### src/rtl/router_pkt_pkg.sv
`default_nettype none
// ============================================================================
//  Module      : router_pkt_pkg
//  Description : Shared constants for the router packet fragmenter and
//                reassembler: widths, fragment header field offsets and
//                the reassembler state encoding.
//  Revision    : 1.0 - initial release
// ============================================================================
package router_pkt_pkg;

    // Widths
    localparam int PKT_WIDTH          = 1041;  // 1034 data+addr, 1 ack, 2 seq, 4 dfx
    localparam int AURORA_WIDTH       = 256;
    localparam int ROUTER_WIDTH       = 2;
    localparam int FRAG_PAYLOAD_WIDTH = AURORA_WIDTH - 9;
    localparam int LAST_FRAG          = 4;
    localparam int TAIL_WIDTH         = PKT_WIDTH - LAST_FRAG * FRAG_PAYLOAD_WIDTH;  // 53
    localparam int FNUM_WIDTH         = 3;
    localparam int TTL_WIDTH          = 2;
    localparam int TIMEOUT_CYCLES     = 64;

    // Fragment header field offsets
    localparam int SRC_LSB     = 0;
    localparam int DST_LSB     = 2;
    localparam int FNUM_LSB    = 4;
    localparam int TTL_LSB     = 7;
    localparam int PAYLOAD_LSB = 9;

    // Reassembler state encoding
    localparam int              STATE_WIDTH  = 2;
    localparam logic [1:0]      c_ST_IDLE    = 2'd0;
    localparam logic [1:0]      c_ST_COLLECT = 2'd1;
    localparam logic [1:0]      c_ST_HOLD    = 2'd2;

    localparam logic [FNUM_WIDTH-1:0] c_LAST_FNUM = FNUM_WIDTH'(LAST_FRAG);

endpackage
`default_nettype wire

### src/rtl/reassemble_pkt_hdr_decode.sv
`default_nettype none
// ============================================================================
//  Module      : frag_hdr_decode
//  Description : Combinational split of an Aurora fragment into header
//                fields and payload, plus destination-match and
//                sequence-match flags for the reassembler FSM.
//  Revision    : 1.0 - initial release
//
//  Ports
//    i_frag         in   fragment word
//    i_local_router in   this router's ID
//    i_exp_fnum     in   fragment number expected next
//    i_cur_src      in   source router latched for the packet in progress
//    o_src          out  fragment source router
//    o_fnum         out  fragment number
//    o_payload      out  fragment payload
//    o_dst_match    out  fragment addressed to this router
//    o_seq_match    out  fragment is the expected number from the latched source
// ============================================================================
module frag_hdr_decode
    import router_pkt_pkg::*;
(
    input  logic [AURORA_WIDTH-1:0]       i_frag,
    input  logic [ROUTER_WIDTH-1:0]       i_local_router,
    input  logic [FNUM_WIDTH-1:0]         i_exp_fnum,
    input  logic [ROUTER_WIDTH-1:0]       i_cur_src,
    output logic [ROUTER_WIDTH-1:0]       o_src,
    output logic [FNUM_WIDTH-1:0]         o_fnum,
    output logic [FRAG_PAYLOAD_WIDTH-1:0] o_payload,
    output logic                          o_dst_match,
    output logic                          o_seq_match
);

    logic [ROUTER_WIDTH-1:0] w_dst;
    logic [TTL_WIDTH-1:0]    w_unused_ttl;  // TTL is carried but not checked here

    assign o_src        = i_frag[SRC_LSB  +: ROUTER_WIDTH];
    assign w_dst        = i_frag[DST_LSB  +: ROUTER_WIDTH];
    assign o_fnum       = i_frag[FNUM_LSB +: FNUM_WIDTH];
    assign w_unused_ttl = i_frag[TTL_LSB  +: TTL_WIDTH];
    assign o_payload    = i_frag[PAYLOAD_LSB +: FRAG_PAYLOAD_WIDTH];

    assign o_dst_match  = (w_dst == i_local_router);
    assign o_seq_match  = (o_fnum == i_exp_fnum) && (o_src == i_cur_src);

endmodule
`default_nettype wire

### src/rtl/reassemble_pkt.sv
`default_nettype none
// ============================================================================
//  Module      : reassemble_pkt
//  Description : Rebuilds a 1041-bit encapsulated packet from five 256-bit
//                Aurora fragments (frag_num 0..4) and hands it downstream
//                with a valid/ready handshake. Misrouted fragments are
//                dropped; sequence or source errors abort the partial packet.
//                Optional inter-fragment timeout: define REASM_TIMEOUT_EN.
//  Revision    : 1.0 - initial release
//
//  Ports
//    clk            in   clock
//    rst            in   synchronous active-high reset
//    local_router   in   this router's ID
//    frag_recv      in   fragment {payload, ttl, frag_num, dst, src}
//    frag_valid     in   fragment present
//    frag_ready     out  fragment consumed when frag_valid && frag_ready
//    pkt_data       out  reassembled packet
//    pkt_src_router out  source router of pkt_data
//    pkt_valid      out  packet available, held until accepted
//    pkt_ready      in   downstream accepts packet
//    frag_drop      out  one-cycle pulse: fragment discarded
//    frag_err       out  one-cycle pulse: partial packet aborted
// ============================================================================
module reassemble_pkt
    import router_pkt_pkg::*;
(
    input  logic                    clk,
    input  logic                    rst,
    input  logic [ROUTER_WIDTH-1:0] local_router,
    input  logic [AURORA_WIDTH-1:0] frag_recv,
    input  logic                    frag_valid,
    output logic                    frag_ready,
    output logic [PKT_WIDTH-1:0]    pkt_data,
    output logic [ROUTER_WIDTH-1:0] pkt_src_router,
    output logic                    pkt_valid,
    input  logic                    pkt_ready,
    output logic                    frag_drop,
    output logic                    frag_err
);

    logic [STATE_WIDTH-1:0]        r_state, w_state_nxt;
    logic [FNUM_WIDTH-1:0]         r_exp_fnum, w_exp_nxt;
    logic [ROUTER_WIDTH-1:0]       r_src, w_src_nxt;
    logic                          r_pkt_valid, w_valid_nxt;
    logic                          r_drop, w_drop_nxt;
    logic                          r_err, w_err_nxt;
    logic                          w_wr_en;
    logic [PKT_WIDTH-1:0]          r_pkt_data;

    logic [ROUTER_WIDTH-1:0]       w_src;
    logic [FNUM_WIDTH-1:0]         w_fnum;
    logic [FRAG_PAYLOAD_WIDTH-1:0] w_payload;
    logic                          w_dst_match;
    logic                          w_seq_match;
    logic                          w_accept;
    logic                          w_timeout;

    frag_hdr_decode u_hdr_decode (
        .i_frag         (frag_recv),
        .i_local_router (local_router),
        .i_exp_fnum     (r_exp_fnum),
        .i_cur_src      (r_src),
        .o_src          (w_src),
        .o_fnum         (w_fnum),
        .o_payload      (w_payload),
        .o_dst_match    (w_dst_match),
        .o_seq_match    (w_seq_match)
    );

    assign frag_ready = (r_state == c_ST_IDLE) || (r_state == c_ST_COLLECT);
    assign w_accept   = frag_valid && frag_ready;

`ifdef REASM_TIMEOUT_EN
    localparam int c_TMR_WIDTH = $clog2(TIMEOUT_CYCLES + 1);
    logic [c_TMR_WIDTH-1:0] r_timer;

    // Counts idle cycles in COLLECT since the last accepted fragment.
    always_ff @(posedge clk) begin
        if (rst)
            r_timer <= '0;
        else if (w_accept || (r_state != c_ST_COLLECT))
            r_timer <= '0;
        else
            r_timer <= r_timer + 1'b1;
    end

    assign w_timeout = (r_state == c_ST_COLLECT) && !w_accept &&
                       (r_timer == c_TMR_WIDTH'(TIMEOUT_CYCLES - 1));
`else
    assign w_timeout = 1'b0;
`endif

    // State and control registers
    always_ff @(posedge clk) begin
        if (rst) begin
            r_state     <= c_ST_IDLE;
            r_exp_fnum  <= '0;
            r_src       <= '0;
            r_pkt_valid <= 1'b0;
            r_drop      <= 1'b0;
            r_err       <= 1'b0;
        end else begin
            r_state     <= w_state_nxt;
            r_exp_fnum  <= w_exp_nxt;
            r_src       <= w_src_nxt;
            r_pkt_valid <= w_valid_nxt;
            r_drop      <= w_drop_nxt;
            r_err       <= w_err_nxt;
        end
    end

    // Next-state and control decisions
    always_comb begin
        w_state_nxt = r_state;
        w_exp_nxt   = r_exp_fnum;
        w_src_nxt   = r_src;
        w_valid_nxt = r_pkt_valid;
        w_drop_nxt  = 1'b0;
        w_err_nxt   = 1'b0;
        w_wr_en     = 1'b0;

        case (r_state)
            c_ST_IDLE: begin
                if (w_accept) begin
                    if (!w_dst_match || (w_fnum != '0)) begin
                        w_drop_nxt = 1'b1;
                    end else begin
                        w_wr_en     = 1'b1;
                        w_src_nxt   = w_src;
                        w_exp_nxt   = FNUM_WIDTH'(1);
                        w_state_nxt = c_ST_COLLECT;
                    end
                end
            end

            c_ST_COLLECT: begin
                if (w_accept) begin
                    if (!w_dst_match) begin
                        w_drop_nxt = 1'b1;
                    end else if (w_seq_match) begin
                        w_wr_en = 1'b1;
                        if (w_fnum == c_LAST_FNUM) begin
                            w_valid_nxt = 1'b1;
                            w_state_nxt = c_ST_HOLD;
                        end else begin
                            w_exp_nxt = r_exp_fnum + 1'b1;
                        end
                    end else begin
                        w_err_nxt = 1'b1;
                        // A fresh fragment 0 starts the next packet immediately
                        if (w_fnum == '0) begin
                            w_wr_en   = 1'b1;
                            w_src_nxt = w_src;
                            w_exp_nxt = FNUM_WIDTH'(1);
                        end else begin
                            w_state_nxt = c_ST_IDLE;
                        end
                    end
                end else if (w_timeout) begin
                    w_err_nxt   = 1'b1;
                    w_state_nxt = c_ST_IDLE;
                end
            end

            c_ST_HOLD: begin
                if (r_pkt_valid && pkt_ready) begin
                    w_valid_nxt = 1'b0;
                    w_state_nxt = c_ST_IDLE;
                end
            end

            default: begin
                w_valid_nxt = 1'b0;
                w_state_nxt = c_ST_IDLE;
            end
        endcase
    end

    // Packet datapath: each accepted fragment overwrites its own slice;
    // the last fragment only contributes the short tail.
    always_ff @(posedge clk) begin
        if (rst) begin
            r_pkt_data <= '0;
        end else if (w_wr_en) begin
            for (int i = 0; i < LAST_FRAG; i++) begin
                if (w_fnum == FNUM_WIDTH'(i))
                    r_pkt_data[i*FRAG_PAYLOAD_WIDTH +: FRAG_PAYLOAD_WIDTH] <= w_payload;
            end
            if (w_fnum == c_LAST_FNUM)
                r_pkt_data[PKT_WIDTH-1 -: TAIL_WIDTH] <= w_payload[TAIL_WIDTH-1:0];
        end
    end

    assign pkt_data       = r_pkt_data;
    assign pkt_src_router = r_src;
    assign pkt_valid      = r_pkt_valid;
    assign frag_drop      = r_drop;
    assign frag_err       = r_err;

endmodule
`default_nettype wire

### config.mk
export PLATFORM = sky130hd
export DESIGN_NAME = reassemble_pkt
export DESIGN_NICKNAME = d
export VERILOG_FILES = /design/src/rtl/router_pkt_pkg.sv /design/src/rtl/reassemble_pkt_hdr_decode.sv /design/src/rtl/reassemble_pkt.sv
export SDC_FILE = /design/constraint.sdc
export NUM_CORES = 2
export LEC_CHECK = 0
export CORE_AREA = 5 5 506 508
export DETAILED_ROUTE_END_ITERATION = 10
export DIE_AREA = 0 0 511 513
export SETUP_SLACK_MARGIN = 0.3
export SYNTH_ARGS = -nofsm -noshare
export SYNTH_HDL_FRONTEND = slang
export SYNTH_SLANG_ARGS = --single-unit
export TNS_END_PERCENT = 30
### constraint.sdc
create_clock -name clk -period 1.8 [get_ports clk]
set_clock_uncertainty 0.15 [all_clocks]
set_input_delay 0.36 -clock clk [delete_from_list [all_inputs] [get_ports clk]]
set_output_delay 0.36 -clock clk [all_outputs]
set_load 0.005 [all_outputs]
## After elaboration in Yosys (flattened, before gate mapping)

Index checks and enable logic that the tools add are counted.

| cells by class | value |
|---|---|
| add/subtract/negate cells | 1 |
| equal/unequal tests | 22 |
| multiplexer cells | 43 |
| bitwise logic cells | 4 |
| reduce and logical (&&, ||, !) cells | 20 |

Operators with widths:

| cell | count |
|---|---|
| two-way mux 2 bit | 14 |
| two-way mux 3 bit | 7 |
| AND reduction 7 bit | 3 |
| two-way mux 1 bit | 16 |
| inequality test 2 bit (second input constant) | 6 |
| AND reduction 2 bit | 5 |
| equality test 3 x 2 -> 1 bit (second input constant) | 2 |
| inequality test 2 x 1 -> 1 bit (second input constant) | 3 |
| inequality test 3 bit (second input constant) | 2 |
| case mux 2 bit (3 select lines) | 1 |
| case mux 3 bit (2 select lines) | 1 |
| AND reduction 6 bit | 1 |
| equality test 2 bit | 2 |
| NOT 1 bit | 4 |
| case mux 1 bit (2 select lines) | 2 |
| case mux 2 bit (2 select lines) | 1 |
| OR reduction 4 bit | 1 |
| adder 3 x 1 -> 3 bit (second input constant) | 1 |
| equality test 3 x 1 -> 1 bit (second input constant) | 1 |
| equality test 3 bit | 1 |
| equality test 3 bit (second input constant) | 1 |
| logical AND 1 bit | 3 |
| logical NOT 3 bit | 1 |
| inequality test 3 x 1 -> 1 bit (second input constant) | 1 |
| 9 further kinds | 10 |

| word-level totals | value |
|---|---|
| bits in registers | 1051 |
| output and inout port bits | 1047 |
| logic and storage cells | 101 |

## Depth between registers and ports, before layout

| depth | value |
|---|---|
| depth in word-level cells | 7 |
| gate-level depth with buffers | 10 |
| mapped depth without buffers | 5 |

## By module

From an unflattened synthesis, not the netlist that was laid out.

| unflattened totals | value |
|---|---|
| cell total of the unflattened synthesis | 4843 |
| area, all modules | 39798.2 µm² |

By module, submodules not included:

| module | instances | cells an instance | area each (µm²) | sequential area each (µm²) |
|---|---|---|---|---|
| reassemble_pkt | 1 | 4581 | 37826.3 | 21040.2 |
| frag_hdr_decode | 1 | 262 | 1971.9 | 0.0 |

## Worst setup path after synthesis

OpenSTA, ideal clock, no wires.

| timing | value |
|---|---|
| path kind | input-to-reg |
| from | in frag_recv[6] |
| to | reg r_pkt_data[710] (netlist: pkt_data[710]) |
| setup time | 0.132 ns |
| arrival time | 1.629 ns |
| setup slack | -0.111 ns |
| cell stages on the path | 10 |
| buffers on the path | 5 |
| cell sequence | buf_2 > xnor2_1 > and2_1 > buf_4 > and4_1 > buf_2 > buf_4 > buf_4 > nand2_1 > a21oi_1 |

| on the way | value |
|---|---|
| cells in the longest elaborated chain, start to end | 7 |
| elaborated cells between the ends (all ways) | 14 |
| classes of those cells | eq/ne (2); mux (7); reduce/logical (5) |

Ends and longest elaborated chain:

| item | line | source |
|---|---|---|
| start: declaration | reassemble_pkt.sv:31 | `input logic [AURORA_WIDTH-1:0] frag_recv,` |
| logical NOT 3 bit / equality test 3 bit (equally long branches) | reassemble_pkt.sv:152, reassemble_pkt_hdr_decode.sv:44 |  |
| two-way mux 1 bit / logical AND 1 bit (equally long branches) | reassemble_pkt.sv:152, reassemble_pkt_hdr_decode.sv:44 |  |
| two-way mux 1 bit | reassemble_pkt.sv:141 | `end else if (w_seq_match) begin` |
| two-way mux 1 bit | reassemble_pkt.sv:139 | `if (!w_dst_match) begin` |
| two-way mux 1 bit | reassemble_pkt.sv:138 | `if (w_accept) begin` |
| case mux 1 bit (2 select lines) | reassemble_pkt.sv:123 | `case (r_state)` |
| AND reduction 2 bit (no source line) * | n/a |  |
| end signal: indexed assignment | reassemble_pkt.sv:188 | `r_pkt_data[i*FRAG_PAYLOAD_WIDTH +: FRAG_PAYLOAD_WIDTH] <= w_payload;` |
| end signal: indexed assignment | reassemble_pkt.sv:191 | `r_pkt_data[PKT_WIDTH-1 -: TAIL_WIDTH] <= w_payload[TAIL_WIDTH-1:0];` |
| end: declaration | reassemble_pkt.sv:49 | `logic [PKT_WIDTH-1:0] r_pkt_data;` |

Mark *: on every way between the ends. The rest lies on a longest branch, timed or not.
A chain may end at the register's enable or synchronous reset.

## Final worst setup path

| timing | value |
|---|---|
| from | reg r_state[1] |
| to | reg r_pkt_data[636] (netlist: pkt_data[636]) |

| on the way | value |
|---|---|
| cells in the longest elaborated chain, start to end | 6 |
| elaborated cells between the ends (all ways) | 8 |
| classes of those cells | eq/ne (1); mux (3); reduce/logical (4) |

Ends and longest elaborated chain:

| item | line | source |
|---|---|---|
| start: declaration | reassemble_pkt.sv:42 | `logic [STATE_WIDTH-1:0] r_state, w_state_nxt;` |
| start signal: assignment | reassemble_pkt.sv:97 | `r_state <= c_ST_IDLE;` |
| start signal: assignment | reassemble_pkt.sv:104 | `r_state <= w_state_nxt;` |
| equality test 2 x 1 -> 1 bit / logical NOT 2 bit (equally long branches) | reassemble_pkt.sv:71, reassemble_pkt.sv:123 |  |
| logical OR 1 bit | reassemble_pkt.sv:71 | `assign frag_ready = (r_state == c_ST_IDLE) \|\| (r_state == c_ST_COLLECT);` |
| logical AND 1 bit | reassemble_pkt.sv:72 | `assign w_accept = frag_valid && frag_ready;` |
| two-way mux 1 bit (on tied branches) | reassemble_pkt.sv:138, reassemble_pkt.sv:125 |  |
| case mux 1 bit (2 select lines) * | reassemble_pkt.sv:123 |  |
| AND reduction 2 bit (no source line) * | n/a |  |

Marks and branches as above.

==> metrics <==
run status=complete, but fails checks; failing checks=negative setup slack; critical path endpoint category=flip-flop; Net Switching=12.83 mW; Yosys top cell by area=dfxtp_1; kind of critical path=flip-flop to flip-flop; worst-path cell chain=nand2b_4, nor4b_4, buf_4, nand4_1, buf_6, buf_16, buf_16, nand2_1, a21oi_1; Reg power frac=0.452; max_slew headroom=0.5731; vias in the first global route=38190; Vias/cell=a little over 4; Hold Slack=roughly 0.13 ns; die area=262100 um2; Post-Synthesis Cells=4596; final wirelength=232100 um; PwrDens=811.9 nW/um2; hold worst-path end=pkt_data[448]; largest net degree at the start of global routing=93; Gate power share=0.057; crit-path max FO=9; Reg2Reg Setup Slack=-0.35 ns; Antenna Nets Post-Route=0; CP Launch Point=r_state[1]; grt ovf=0; R2R cell count=9; CTS root buf=clkbuf_16; dpl hpwl=170800 um; First DRT Iteration DRCs=3359; # nets final=around 6400; routed vias=39580; slowest CP cell=dfxtp_1; max-slew violations=0; IO Count=1309; layout overhead on the synthesized area=73.82%; count leader, synth=nand2_1; Finished Cell Area=63610 um2; ys async rst share=0; DR pass1 iterations=5; CP Launch Type=flip-flop; Worst-Skew Late Latency=0.77 ns; core area=~250000 um2; RSZ-0062 raised after global routing=yes; clock-pin slew on the worst setup and hold paths=0.07 ns; most used cell, CP=buf_16; Arr. time, crit path=2.58 ns; cell area after synthesis=36590 um2; Final Hold Fails=0; Hold Crit Depth=3; WP data required=2.23 ns; Crit path buffers/inverters=4; Syn Area/Cell=7.962 um2; Pleak=26.00 nW; port bufs=1306; Area contributors post-synth=dfxtp_1 57%, nand2_1 21%, a21oi_1 14%; Post-Route Setup TNS=-246.96 ns; Sw Share=0.2484; max incr delay on CP=0.31 ns; DRC errors left=0; overall die height=513 um; area post-placement=~56000 um2; Hold WC Path Type=input pin to flip-flop; fin worst setup slack=-0.3466 ns; Yosys top cell area share=0.5750; Syn. warnings=0; final setup fails=1765; Final period util=1.193; Max-Cap Viols=0; synth cell count leaders=2091 x nand2_1, 1051 x dfxtp_1, 1046 x a21oi_1; worst reg2reg startpoint=r_state[1]; Routed WL per cell=24.21 um; maximum root-to-sink buffer count=3; Inserted Clock Buffers=118; Peak VDD IR=around 0.74 mV; RR Endpoint=pkt_data[636]; Mapped Nets=about 4900; share of cells above drive strength 1=0.2453; Row Count=184; Int Pwr=a little under 40 mW; Clk pwr share=0.491; Crit path max-delay family=buffers and inverters; CTS tree=built; CTS sink count=1051; Initial Util=0.1460; fmax=roughly 470 MHz; Hold Crit Start=frag_recv[210]; synth unique cells=33; number of enable flip-flop cells after synthesis=0; Die W=511 um; initial antenna violation count=22; Main synth FF type=dfxtp_1; slew of the pin with the lowest slew margin=0.6383 ns; first-pass GRT wire length=305100 um; register bit count reported by yosys=1051; GPL Wtd Cong=0.8994; sequential element share of the synthesized area=0.5750; H-Tree Depth=3; total track usage=0.1623; fin crit period=~2.1 ns
cells in the final DEF (no fill, tap or decap), drive strengths merged, types with 2 or more instances in the layout:
cell,n
and3,4
nor3,4
a21oi,1046
clkdlybuf4s50,258
diode,5
clkinvlp,5
clkinv,35
bufbuf,2
nand2,2091
nand2b,2
and4,4
inv,8
dlygate4sd2,749
clkbuf,182
nor4b,2
nor2b,3
bufinv,9
nand4,4
xnor2,7
dfxtp,1051
nor2,5
nand3,3
buf,738
o31ai,2
dlygate4sd3,6
nor4,2
how the worst max path moves through the flow:
stage	endpoint	slack, ns	cells past startpoint
floorplan	pkt_data[293]	0.001	10
global placement	pkt_data[568]	-1.03	8
detailed placement	pkt_data[510]	-1.04	8
CTS	pkt_data[553]	-0.36	9
global route	pkt_data[425]	-0.39	8
finish	pkt_data[636]	-0.35	9
per-stage QoR:
| stage | util | power (mW) | setup slack, ns | instances |
|---|---|---|---|---|
| detailed placement | 0.2244 | 26.72 | -1.039 | 9277 |
| finish | 0.2537 | 51.64 | -0.3466 | 9587 |
| global route | 0.2537 | 53.30 | -0.3882 | 9584 |
| floorplan | - | 24.34 | 0.001134 | 4596 |
| global placement | 0.2244 | 26.71 | -1.035 | 9277 |
| CTS | 0.2447 | 52.18 | -0.3599 | 9551 |
per-layer routing:
layer / global-route usage / vias to the layer above / share of wire
li1: - / 17940 / -
met1: 0.1901 / 19170 / 0.39
met2: 0.2573 / 2035 / 0.45
met3: 0.06083 / 432 / 0.10
met4: 0.08703 / 2 / 0.058
met5: 0 / - / 0.000056
power groups by stage:
stage          clock network, mW  logic (mW)  registers, mW
2_1_floorplan                  0       0.487           23.9
3_3_place_gp                   0        2.86           23.9
3_5_place_dp                   0        2.86           23.9
4_1_cts                     26.0        2.87           23.3
5_1_grt                     26.9        3.06           23.3
6_report                    25.4        2.97           23.3
state kept, by name, indices dropped and copies added (netlist names):
register / count
pkt_data: 1041
r_exp_fnum: 3
pkt_src_router: 2
r_state: 2
frag_drop: 1
frag_err: 1
pkt_valid: 1
logic make-up (layout without fill, tap and decap cells):
group / Yosys count / after routing / share of synthesized area
xor+xnor: 7 / 7 / 0.001675
buf+inv: 354 / 1992 / 0.05679
compound gates: 1055 / 1055 / 0.1450
simple gates: 2127 / 2127 / 0.2209
fa+ha+maj: 1 / 1 / 0.0003419
other cells: 0 / 5 / 0
flops: 1051 / 1051 / 0.5750
mux: 1 / 1 / 0.0002735
worst reg2reg max path: cells and delay by family (launching register included):
family	cells	cell delay [ns]
buf+inv	4	0.84
compound gates	1	0.06
simple gates	4	0.59
flops	1	0.31
cell type report:
type / count / area, um2
Multi-Input combinational cell: 3191 / 14970
Antenna cell: 5 / 12.51
Tap cell: 3348 / 4189
Fill cell: 26860 / 187100
Sequential cell: 1051 / 21390
Clock buffer: 159 / 3348
Timing Repair Buffer: 1776 / 18980
Inverter: 2 / 11.26
Clock inverter: 55 / 699.4
what timing repair did:
item | in CTS | in global routing
endpoints found under the setup margin | 2097 | 2098
hold buffers | 6 | 0
pin swaps | 55 | 161
gates cloned | 20 | 23
endpoints found under the hold margin | 204 | 0
buffers inserted | 34 | 8
gates resized for setup | 2283 | 424
Note: power is estimated with default switching activity, not from simulation.
